==> src/rtl/uart_host_pkg.sv <==
// rtl/uart_host_pkg.sv - shared constants and FSM state types for uart_host_buffer
package uart_host_pkg;

  localparam logic [7:0] XON  = 8'h11;
  localparam logic [7:0] XOFF = 8'h13;

  localparam int FE = 0;
  localparam int PE = 1;
  localparam int OE = 2;

  typedef enum logic {R_IDLE, R_WAIT} rx_state_t;
  typedef enum logic {T_IDLE, T_LOAD} tx_state_t;

endpackage

==> src/rtl/uart_host_buffer_if.sv <==
// rtl/uart_host_buffer_if.sv - UART-side and CPU-side signal bundle of uart_host_buffer
interface uart_host_buffer_if #(parameter int DEPTH_LOG2 = 4);

  logic [7:0]          u_rr;
  logic                u_dr;
  logic                u_fe;
  logic                u_pe;
  logic                u_oe;
  logic                u_drr;
  logic [7:0]          u_tr;
  logic                u_thrl;
  logic                u_thre;
  logic [7:0]          rd_data;
  logic [2:0]          rd_flags;
  logic                rd_valid;
  logic                rd_ack;
  logic [7:0]          tx_data;
  logic                tx_req;
  logic                tx_ack;
  logic                flow_en;
  logic [DEPTH_LOG2:0] count;
  logic                overflow;
  logic                clr_ovf;

  modport master (
    output u_rr, u_dr, u_fe, u_pe, u_oe, u_thre, rd_ack, tx_data, tx_req, flow_en, clr_ovf,
    input  u_drr, u_tr, u_thrl, rd_data, rd_flags, rd_valid, tx_ack, count, overflow
  );

  modport slave (
    input  u_rr, u_dr, u_fe, u_pe, u_oe, u_thre, rd_ack, tx_data, tx_req, flow_en, clr_ovf,
    output u_drr, u_tr, u_thrl, rd_data, rd_flags, rd_valid, tx_ack, count, overflow
  );

endinterface

==> src/rtl/vt_sync_fifo.sv <==
// rtl/vt_sync_fifo.sv - first-word fall-through synchronous FIFO with fill count
module vt_sync_fifo #(
  parameter int WIDTH      = 11,
  parameter int DEPTH_LOG2 = 4
) (
  input  logic                  clk,
  input  logic                  reset,
  input  logic                  push,
  input  logic [WIDTH-1:0]      push_data,
  output logic                  push_ok,
  input  logic                  pop,
  output logic [WIDTH-1:0]      pop_data,
  output logic                  valid,
  output logic [DEPTH_LOG2:0]   count
);

  localparam int                  DEPTH = 1 << DEPTH_LOG2;
  localparam logic [DEPTH_LOG2:0] FULL  = (DEPTH_LOG2 + 1)'(DEPTH);

  logic [WIDTH-1:0]      mem [DEPTH];
  logic [DEPTH_LOG2-1:0] wr_ptr;
  logic [DEPTH_LOG2-1:0] rd_ptr;
  logic                  pop_ok;

  assign valid    = (count != '0);
  assign pop_ok   = pop && valid;
  // A full FIFO still takes a write when the head leaves in the same cycle.
  assign push_ok  = push && ((count != FULL) || pop_ok);
  assign pop_data = mem[rd_ptr];

  always_ff @(posedge clk) begin
    if (push_ok) mem[wr_ptr] <= push_data;
  end

  always_ff @(posedge clk) begin
    if (reset) begin
      wr_ptr <= '0;
      rd_ptr <= '0;
      count  <= '0;
    end else begin
      if (push_ok) wr_ptr <= wr_ptr + DEPTH_LOG2'(1);
      if (pop_ok)  rd_ptr <= rd_ptr + DEPTH_LOG2'(1);
      case ({push_ok, pop_ok})
        2'b10:   count <= count + (DEPTH_LOG2 + 1)'(1);
        2'b01:   count <= count - (DEPTH_LOG2 + 1)'(1);
        default: count <= count;
      endcase
    end
  end

endmodule

==> src/rtl/uart_host_buffer.sv <==
// rtl/uart_host_buffer.sv - UART receive buffering, CPU transmit and XON/XOFF arbitration
module uart_host_buffer
  import uart_host_pkg::*;
#(
  parameter int DEPTH_LOG2 = 4,
  parameter int HI_MARK    = 12,
  parameter int LO_MARK    = 4
) (
  input logic               clk,
  input logic               reset,
  uart_host_buffer_if.slave bus
);

  localparam int            CW = DEPTH_LOG2 + 1;
  localparam logic [CW-1:0] HI = CW'(HI_MARK);
  localparam logic [CW-1:0] LO = CW'(LO_MARK);

  rx_state_t   r_state;
  tx_state_t   t_state;
  logic        push;
  logic        push_ok;
  logic [10:0] head;
  logic        xoff_sent;
  logic        pend_xoff;
  logic        pend_xon;
  logic        xoff_cond;
  logic        xon_cond;

  assign push = (r_state == R_IDLE) && bus.u_dr;

  vt_sync_fifo #(.WIDTH(11), .DEPTH_LOG2(DEPTH_LOG2)) rx_fifo (
    .clk       (clk),
    .reset     (reset),
    .push      (push),
    .push_data ({bus.u_oe, bus.u_pe, bus.u_fe, bus.u_rr}),
    .push_ok   (push_ok),
    .pop       (bus.rd_ack),
    .pop_data  (head),
    .valid     (bus.rd_valid),
    .count     (bus.count)
  );

  assign bus.rd_data  = head[7:0];
  assign bus.rd_flags = head[10:8];

  // u_drr follows the capture by one cycle; R_WAIT holds until the UART has let go of u_dr.
  always_ff @(posedge clk) begin
    if (reset) begin
      r_state      <= R_IDLE;
      bus.u_drr    <= 1'b0;
      bus.overflow <= 1'b0;
    end else begin
      bus.u_drr <= push;
      case (r_state)
        R_IDLE:  if (bus.u_dr) r_state <= R_WAIT;
        R_WAIT:  if (!bus.u_dr && !bus.u_drr) r_state <= R_IDLE;
        default: r_state <= R_IDLE;
      endcase
      if (push && !push_ok)  bus.overflow <= 1'b1;
      else if (bus.clr_ovf)  bus.overflow <= 1'b0;
    end
  end

  assign xoff_cond = bus.flow_en && (bus.count >= HI) && !xoff_sent;
  assign xon_cond  = xoff_sent && ((bus.count <= LO) || !bus.flow_en);

  // Pending flags are re-evaluated every cycle, so a stale XOFF request drops out on its own.
  always_ff @(posedge clk) begin
    if (reset) begin
      t_state    <= T_IDLE;
      bus.u_tr   <= 8'h00;
      bus.u_thrl <= 1'b0;
      bus.tx_ack <= 1'b0;
      xoff_sent  <= 1'b0;
      pend_xoff  <= 1'b0;
      pend_xon   <= 1'b0;
    end else begin
      pend_xoff  <= xoff_cond;
      pend_xon   <= xon_cond;
      bus.u_thrl <= 1'b0;
      bus.tx_ack <= 1'b0;
      case (t_state)
        T_IDLE: begin
          if (bus.u_thre) begin
            if (pend_xoff || pend_xon) begin
              bus.u_tr   <= pend_xoff ? XOFF : XON;
              xoff_sent  <= pend_xoff;
              pend_xoff  <= 1'b0;
              pend_xon   <= 1'b0;
              bus.u_thrl <= 1'b1;
              t_state    <= T_LOAD;
            end else if (bus.tx_req) begin
              bus.u_tr   <= bus.tx_data;
              bus.u_thrl <= 1'b1;
              bus.tx_ack <= 1'b1;
              t_state    <= T_LOAD;
            end
          end
        end
        T_LOAD:  t_state <= T_IDLE;
        default: t_state <= T_IDLE;
      endcase
    end
  end

endmodule
==> src/flat_wrapper.sv <==
// flat-port wrapper written by rule: the top's interface ports become plain ports
module uart_host_buffer_flat import uart_host_pkg::*;
#(
  parameter int DEPTH_LOG2 = 4,
  parameter int HI_MARK    = 12,
  parameter int LO_MARK    = 4
)
  (clk, reset, bus_u_rr, bus_u_dr, bus_u_fe, bus_u_pe, bus_u_oe, bus_u_thre, bus_rd_ack, bus_tx_data, bus_tx_req, bus_flow_en, bus_clr_ovf, bus_u_drr, bus_u_tr, bus_u_thrl, bus_rd_data, bus_rd_flags, bus_rd_valid, bus_tx_ack, bus_count, bus_overflow);
  uart_host_buffer_if #(.DEPTH_LOG2(DEPTH_LOG2)) bus_i ();
  input logic clk;
  input logic reset;
  input wire logic [$bits(bus_i.u_rr)-1:0] bus_u_rr;
  input wire logic [$bits(bus_i.u_dr)-1:0] bus_u_dr;
  input wire logic [$bits(bus_i.u_fe)-1:0] bus_u_fe;
  input wire logic [$bits(bus_i.u_pe)-1:0] bus_u_pe;
  input wire logic [$bits(bus_i.u_oe)-1:0] bus_u_oe;
  input wire logic [$bits(bus_i.u_thre)-1:0] bus_u_thre;
  input wire logic [$bits(bus_i.rd_ack)-1:0] bus_rd_ack;
  input wire logic [$bits(bus_i.tx_data)-1:0] bus_tx_data;
  input wire logic [$bits(bus_i.tx_req)-1:0] bus_tx_req;
  input wire logic [$bits(bus_i.flow_en)-1:0] bus_flow_en;
  input wire logic [$bits(bus_i.clr_ovf)-1:0] bus_clr_ovf;
  output wire logic [$bits(bus_i.u_drr)-1:0] bus_u_drr;
  output wire logic [$bits(bus_i.u_tr)-1:0] bus_u_tr;
  output wire logic [$bits(bus_i.u_thrl)-1:0] bus_u_thrl;
  output wire logic [$bits(bus_i.rd_data)-1:0] bus_rd_data;
  output wire logic [$bits(bus_i.rd_flags)-1:0] bus_rd_flags;
  output wire logic [$bits(bus_i.rd_valid)-1:0] bus_rd_valid;
  output wire logic [$bits(bus_i.tx_ack)-1:0] bus_tx_ack;
  output wire logic [$bits(bus_i.count)-1:0] bus_count;
  output wire logic [$bits(bus_i.overflow)-1:0] bus_overflow;
  assign bus_i.u_rr = bus_u_rr;
  assign bus_i.u_dr = bus_u_dr;
  assign bus_i.u_fe = bus_u_fe;
  assign bus_i.u_pe = bus_u_pe;
  assign bus_i.u_oe = bus_u_oe;
  assign bus_i.u_thre = bus_u_thre;
  assign bus_i.rd_ack = bus_rd_ack;
  assign bus_i.tx_data = bus_tx_data;
  assign bus_i.tx_req = bus_tx_req;
  assign bus_i.flow_en = bus_flow_en;
  assign bus_i.clr_ovf = bus_clr_ovf;
  assign bus_u_drr = bus_i.u_drr;
  assign bus_u_tr = bus_i.u_tr;
  assign bus_u_thrl = bus_i.u_thrl;
  assign bus_rd_data = bus_i.rd_data;
  assign bus_rd_flags = bus_i.rd_flags;
  assign bus_rd_valid = bus_i.rd_valid;
  assign bus_tx_ack = bus_i.tx_ack;
  assign bus_count = bus_i.count;
  assign bus_overflow = bus_i.overflow;
  uart_host_buffer #(.DEPTH_LOG2(DEPTH_LOG2), .HI_MARK(HI_MARK), .LO_MARK(LO_MARK)) u_core (.clk(clk), .reset(reset), .bus(bus_i));
endmodule
==> config.mk <==
export PLATFORM = sky130hd
export DESIGN_NAME = uart_host_buffer_flat
export DESIGN_NICKNAME = d
export VERILOG_FILES = /design/src/rtl/uart_host_pkg.sv /design/src/rtl/uart_host_buffer_if.sv /design/src/rtl/vt_sync_fifo.sv /design/src/rtl/uart_host_buffer.sv /design/src/flat_wrapper.sv
export SDC_FILE = /design/constraint.sdc
export NUM_CORES = 1
export LEC_CHECK = 0
export BUFFER_PORTS_ARGS = -buffer_cell sky130_fd_sc_hd__buf_2
export CAP_MARGIN = 20
export CORE_MARGIN = 3
export CORE_UTILIZATION = 60
export DETAILED_ROUTE_END_ITERATION = 16
export HOLD_SLACK_MARGIN = 0.06
export MAX_ROUTING_LAYER = met4
export PLACE_DENSITY_LB_ADDON = 0.25
export SLEW_MARGIN = 30
export SYNTH_ARGS = -nofsm -noshare
export SYNTH_HDL_FRONTEND = slang
export SYNTH_SLANG_ARGS = --single-unit
==> constraint.sdc <==
create_clock -name clk -period 3.2 [get_ports clk]
set_input_delay 0.64 -clock clk [delete_from_list [all_inputs] [get_ports clk]]
set_output_delay 0.64 -clock clk [all_outputs]
set_load 0.02 [all_outputs]
==> run summary <==
The tools report the clock tree root buffer cell as clkbuf_16. Adding up every negative setup slack in the final design gives 0 ns. Measured against its own limit, the worst slew margin works out to 44.81%. In this run the most used layer during global routing was met2.

TritonCTS built the clock tree. The path category of the worst min-delay check is in -> reg. The critical path's largest stage delay is 0.62 ns.

In this run, distinct cell masters in the synthesized netlist total 41. STA classifies the critical path endpoint as an output port. The areal power density over the cells came out at 720.0 mW/mm².

The core region is 0.01340 mm². The count of synthesis-stage warnings from yosys is 0. Setup violations remaining at the end of the flow were counted as 0. The first global-routing pass estimated 25,700 µm of wire.

After clock tree synthesis, the flow added hold-fix buffers numbering 0. The number of gates resized after CTS was 0. The final number of hold-violating endpoints was 0; the total global routing track utilization was 24.02%.

The number of nets handed over by synthesis was 448. Traced cell by cell, the critical path runs through buf_12, mux4_1, mux4_2, buf_2. The initial antenna violation count came out at 2.

The critical path is of the reg -> out type. The clock passes through at most 3 buffers. The tools report the maximum operating frequency as 318.4 MHz. The H-tree level count is 1, and the pin slew with the least headroom to its limit is 0.8268 ns.

For this run, global-route usage on met3 was measured as 4.450%. Clock tree synthesis found a total of 209 sinks. For this block, the routed nets add up to 17,030 µm of wire. For this run the aggregate overflow at the end of global routing stands at 0.

The die is 123.8 µm tall. The critical path arrival came out at 2.50 ns. Final worst slack: 0.05927 ns. After detailed routing, the number of remaining DRC violations is 0. For the clock latency on the worst-skew pair, the log shows 0.50 ns. The worst voltage drop across the vdd grid is 439.2 µV. The cell type of the slowest stage on the worst timing path is mux4_1. In the global route stage, met1 resource usage came out at 32.19%.

After filler insertion, the fill cell instance count of the layout stands at 784. The run finished with clean final reports. Compared with the post-synthesis result, the final layout area differs by 16.00%. Before CTS, the worst setup slack after placement is 0.5940 ns. The run gives 62.11% as the initial standard-cell utilization of the core.

After the last flow step, the layout net total stands at 533. The layout cell share with drive strength beyond 1 came out at 25.73%. After synthesis, flip-flops and latches occupy 71.44% of the total area.

Entering global routing, the biggest net connects 45 pins. STA classifies the critical path startpoint as a flip-flop. The run gives 22 as the number of CTS-inserted buffers. The post-route minimum period works out to 3.141 ns.

The library cell used most frequently in the layout, excluding fill and tap cells, is edfxtp_1. The die covers 0.01532 mm². Averaged over all synthesized cells, the footprint is 20.20 µm². The post-route total power was 6.951 mW; the post-detailed-route count of antenna-violating nets was 0. Required time at the endpoint of the critical path: 2.56 ns. Along the worst path, the maximum fanout reaches 44. The instance count of the mapped netlist was 412. The number of vias in the routed layout is 4,302. In this run the horizontal extent of the chip is 123.8 µm. The clock edge transition at the registers on the reported setup and hold paths works out to 0.06 ns. Setup repair after global routing left no endpoint under its margin. Synthesized area: 0.008323 mm². In the final routed layout, each cell accounts on average for 24.64 µm.

The number of synthesized register bits is 209, and the number of optimization iterations in the first detailed-route pass is 5. The maximum clock skew at final layout was 0.01660 ns; the starting DRC count in detailed routing was 377. Input and output buffers added on the ports amount to 55. Of the available clock period, the critical path in the final layout requires 98.15%. Global routing used 38.39% of the available met2 tracks. The analysis attributes to cell leakage a power of 3.425 nW.

Detailed placement finished with a half-perimeter wire length of 9927 µm. The via count of the first global-routing pass is 4,408, and the global placement routability congestion is 0.7744. The logs give 0 for the number of pins with negative max-slew slack in the final report and 42 for the number of placement rows. Buffers added to address setup during post-CTS repair amount to 0. The post-route worst hold slack came out at 0.3624 ns. Max-cap violations in this run came to 0. In the layout the commonest cells are edfxtp_1 (176), buf_2 (55), mux4_1 (41). Dividing the detail-routed via count by the number of cells gives 6.226. Top-level I/O count: 56.
-- metal layers --
layer,vias up,wire length [µm]
met3,36,1240
met4,0,396
met5,-,0
met2,190,8615
li1,1885,-
met1,2191,6773
-- registers in the layout, indices dropped and copies added, names as in the netlist, named ones only --
name / count
u_core.bus.overflow: 1
u_core.bus.tx_ack: 1
u_core.bus.u_drr: 1
u_core.bus.u_tr: 8
u_core.pend_xoff: 1
u_core.pend_xon: 1
u_core.r_state: 1
u_core.rx_fifo.count: 5
u_core.rx_fifo.mem: 176
u_core.rx_fifo.rd_ptr: 4
u_core.rx_fifo.wr_ptr: 4
u_core.t_state: 1
u_core.xoff_sent: 1
-- worst paths after layout --
check             cells after the start               startpoint  slack (ns)                       to
setup reg to reg                      8  u_core.rx_fifo.count[0]        0.67  u_core.rx_fifo.count[4]
hold reg to reg                       1         u_core.xoff_sent        0.47         u_core.pend_xoff
hold / removal                        2              bus_flow_en        0.36          u_core.pend_xon
setup / recovery                      4                flip-flop        0.06           bus_rd_data[3]
-- final cells by class --
cell class                      count  area, µm²  area share (%)
Clock inverter                     10      107.6           1.115
Antenna cell                        2      5.005         0.05184
Multi-Input combinational cell    179       2246           23.26
Inverter                            8      30.03          0.3110
Timing Repair Buffer               77      465.4           4.821
Tap cell                          176      220.2           2.281
Sequential cell                   209       5947           61.60
Clock buffer                       30      633.1           6.558
-- through the flow --
stage                     utilization (%)  cell area, µm²  cells
after detailed placement            66.48            8909    649
final                               72.04            9654    691
after floorplan                         -            8323    412
after global placement              66.48            8909    649
after CTS                           72.01            9649    689
after global routing                72.04            9654    691
-- report_power, final --
group	internal, mW	switching (mW)
registers	3.05	0.0868
logic	0.565	0.696
clock network	1.55	1.00
total	5.17	1.78
-- cell usage after synthesis --
master | number | area [µm²]
mux4_1 | 41 | 1077
nor3_1 | 1 | 5.000
nor3b_1 | 1 | 7.510
ha_1 | 8 | 100.1
dfxtp_1 | 33 | 660.6
buf_6 | 4 | 45.04
a32oi_1 | 1 | 8.760
buf_1 | 6 | 22.52
nand3_1 | 5 | 25.02
o311ai_0 | 1 | 8.760
xnor2_1 | 3 | 26.28
nor4bb_1 | 1 | 10.01
a21o_1 | 3 | 22.52
nand2b_1 | 1 | 6.260
xor2_1 | 4 | 35.03
a22o_1 | 5 | 43.79
nor3_2 | 1 | 10.01
or2b_1 | 1 | 7.510
and4_1 | 1 | 8.760
o22ai_1 | 2 | 12.51
fa_1 | 1 | 20.02
mux2_1 | 2 | 22.52
a211oi_1 | 6 | 45.04
and2_1 | 2 | 12.51
clkbuf_1 | 5 | 18.77
or2_2 | 2 | 12.51
a211o_1 | 3 | 26.28
edfxtp_1 | 176 | 5285
inv_1 | 8 | 30.03
a22oi_1 | 1 | 7.510
mux4_2 | 14 | 315.3
buf_12 | 1 | 20.02
nand2_1 | 9 | 33.78
o21ai_0 | 1 | 5.000
o21a_1 | 1 | 7.510
and3_1 | 13 | 81.33
nor2_1 | 21 | 78.83
nor2b_1 | 8 | 50.05
a21oi_2 | 2 | 17.52
mux2i_1 | 5 | 50.05
a21oi_1 | 8 | 40.04
-- kinds of logic after synthesis --
group,Yosys count,synth area share [%]
AND/OR/NAND/NOR,67,4.194
multiplexers,62,17.60
flip-flops,209,71.44
XOR/XNOR,7,0.7366
buffers and inverters,24,1.639
AO/OA/AOI/OAI,34,2.947
adder cells (fa/ha/maj),9,1.443
-- critical path: cells and delay by family, from the launching register on --
kind	cells	cell delay, ns
multiplexers	2	1.16
buffers and inverters	2	0.47
flip-flops	1	0.35
(Power assumes the default switching activity.)
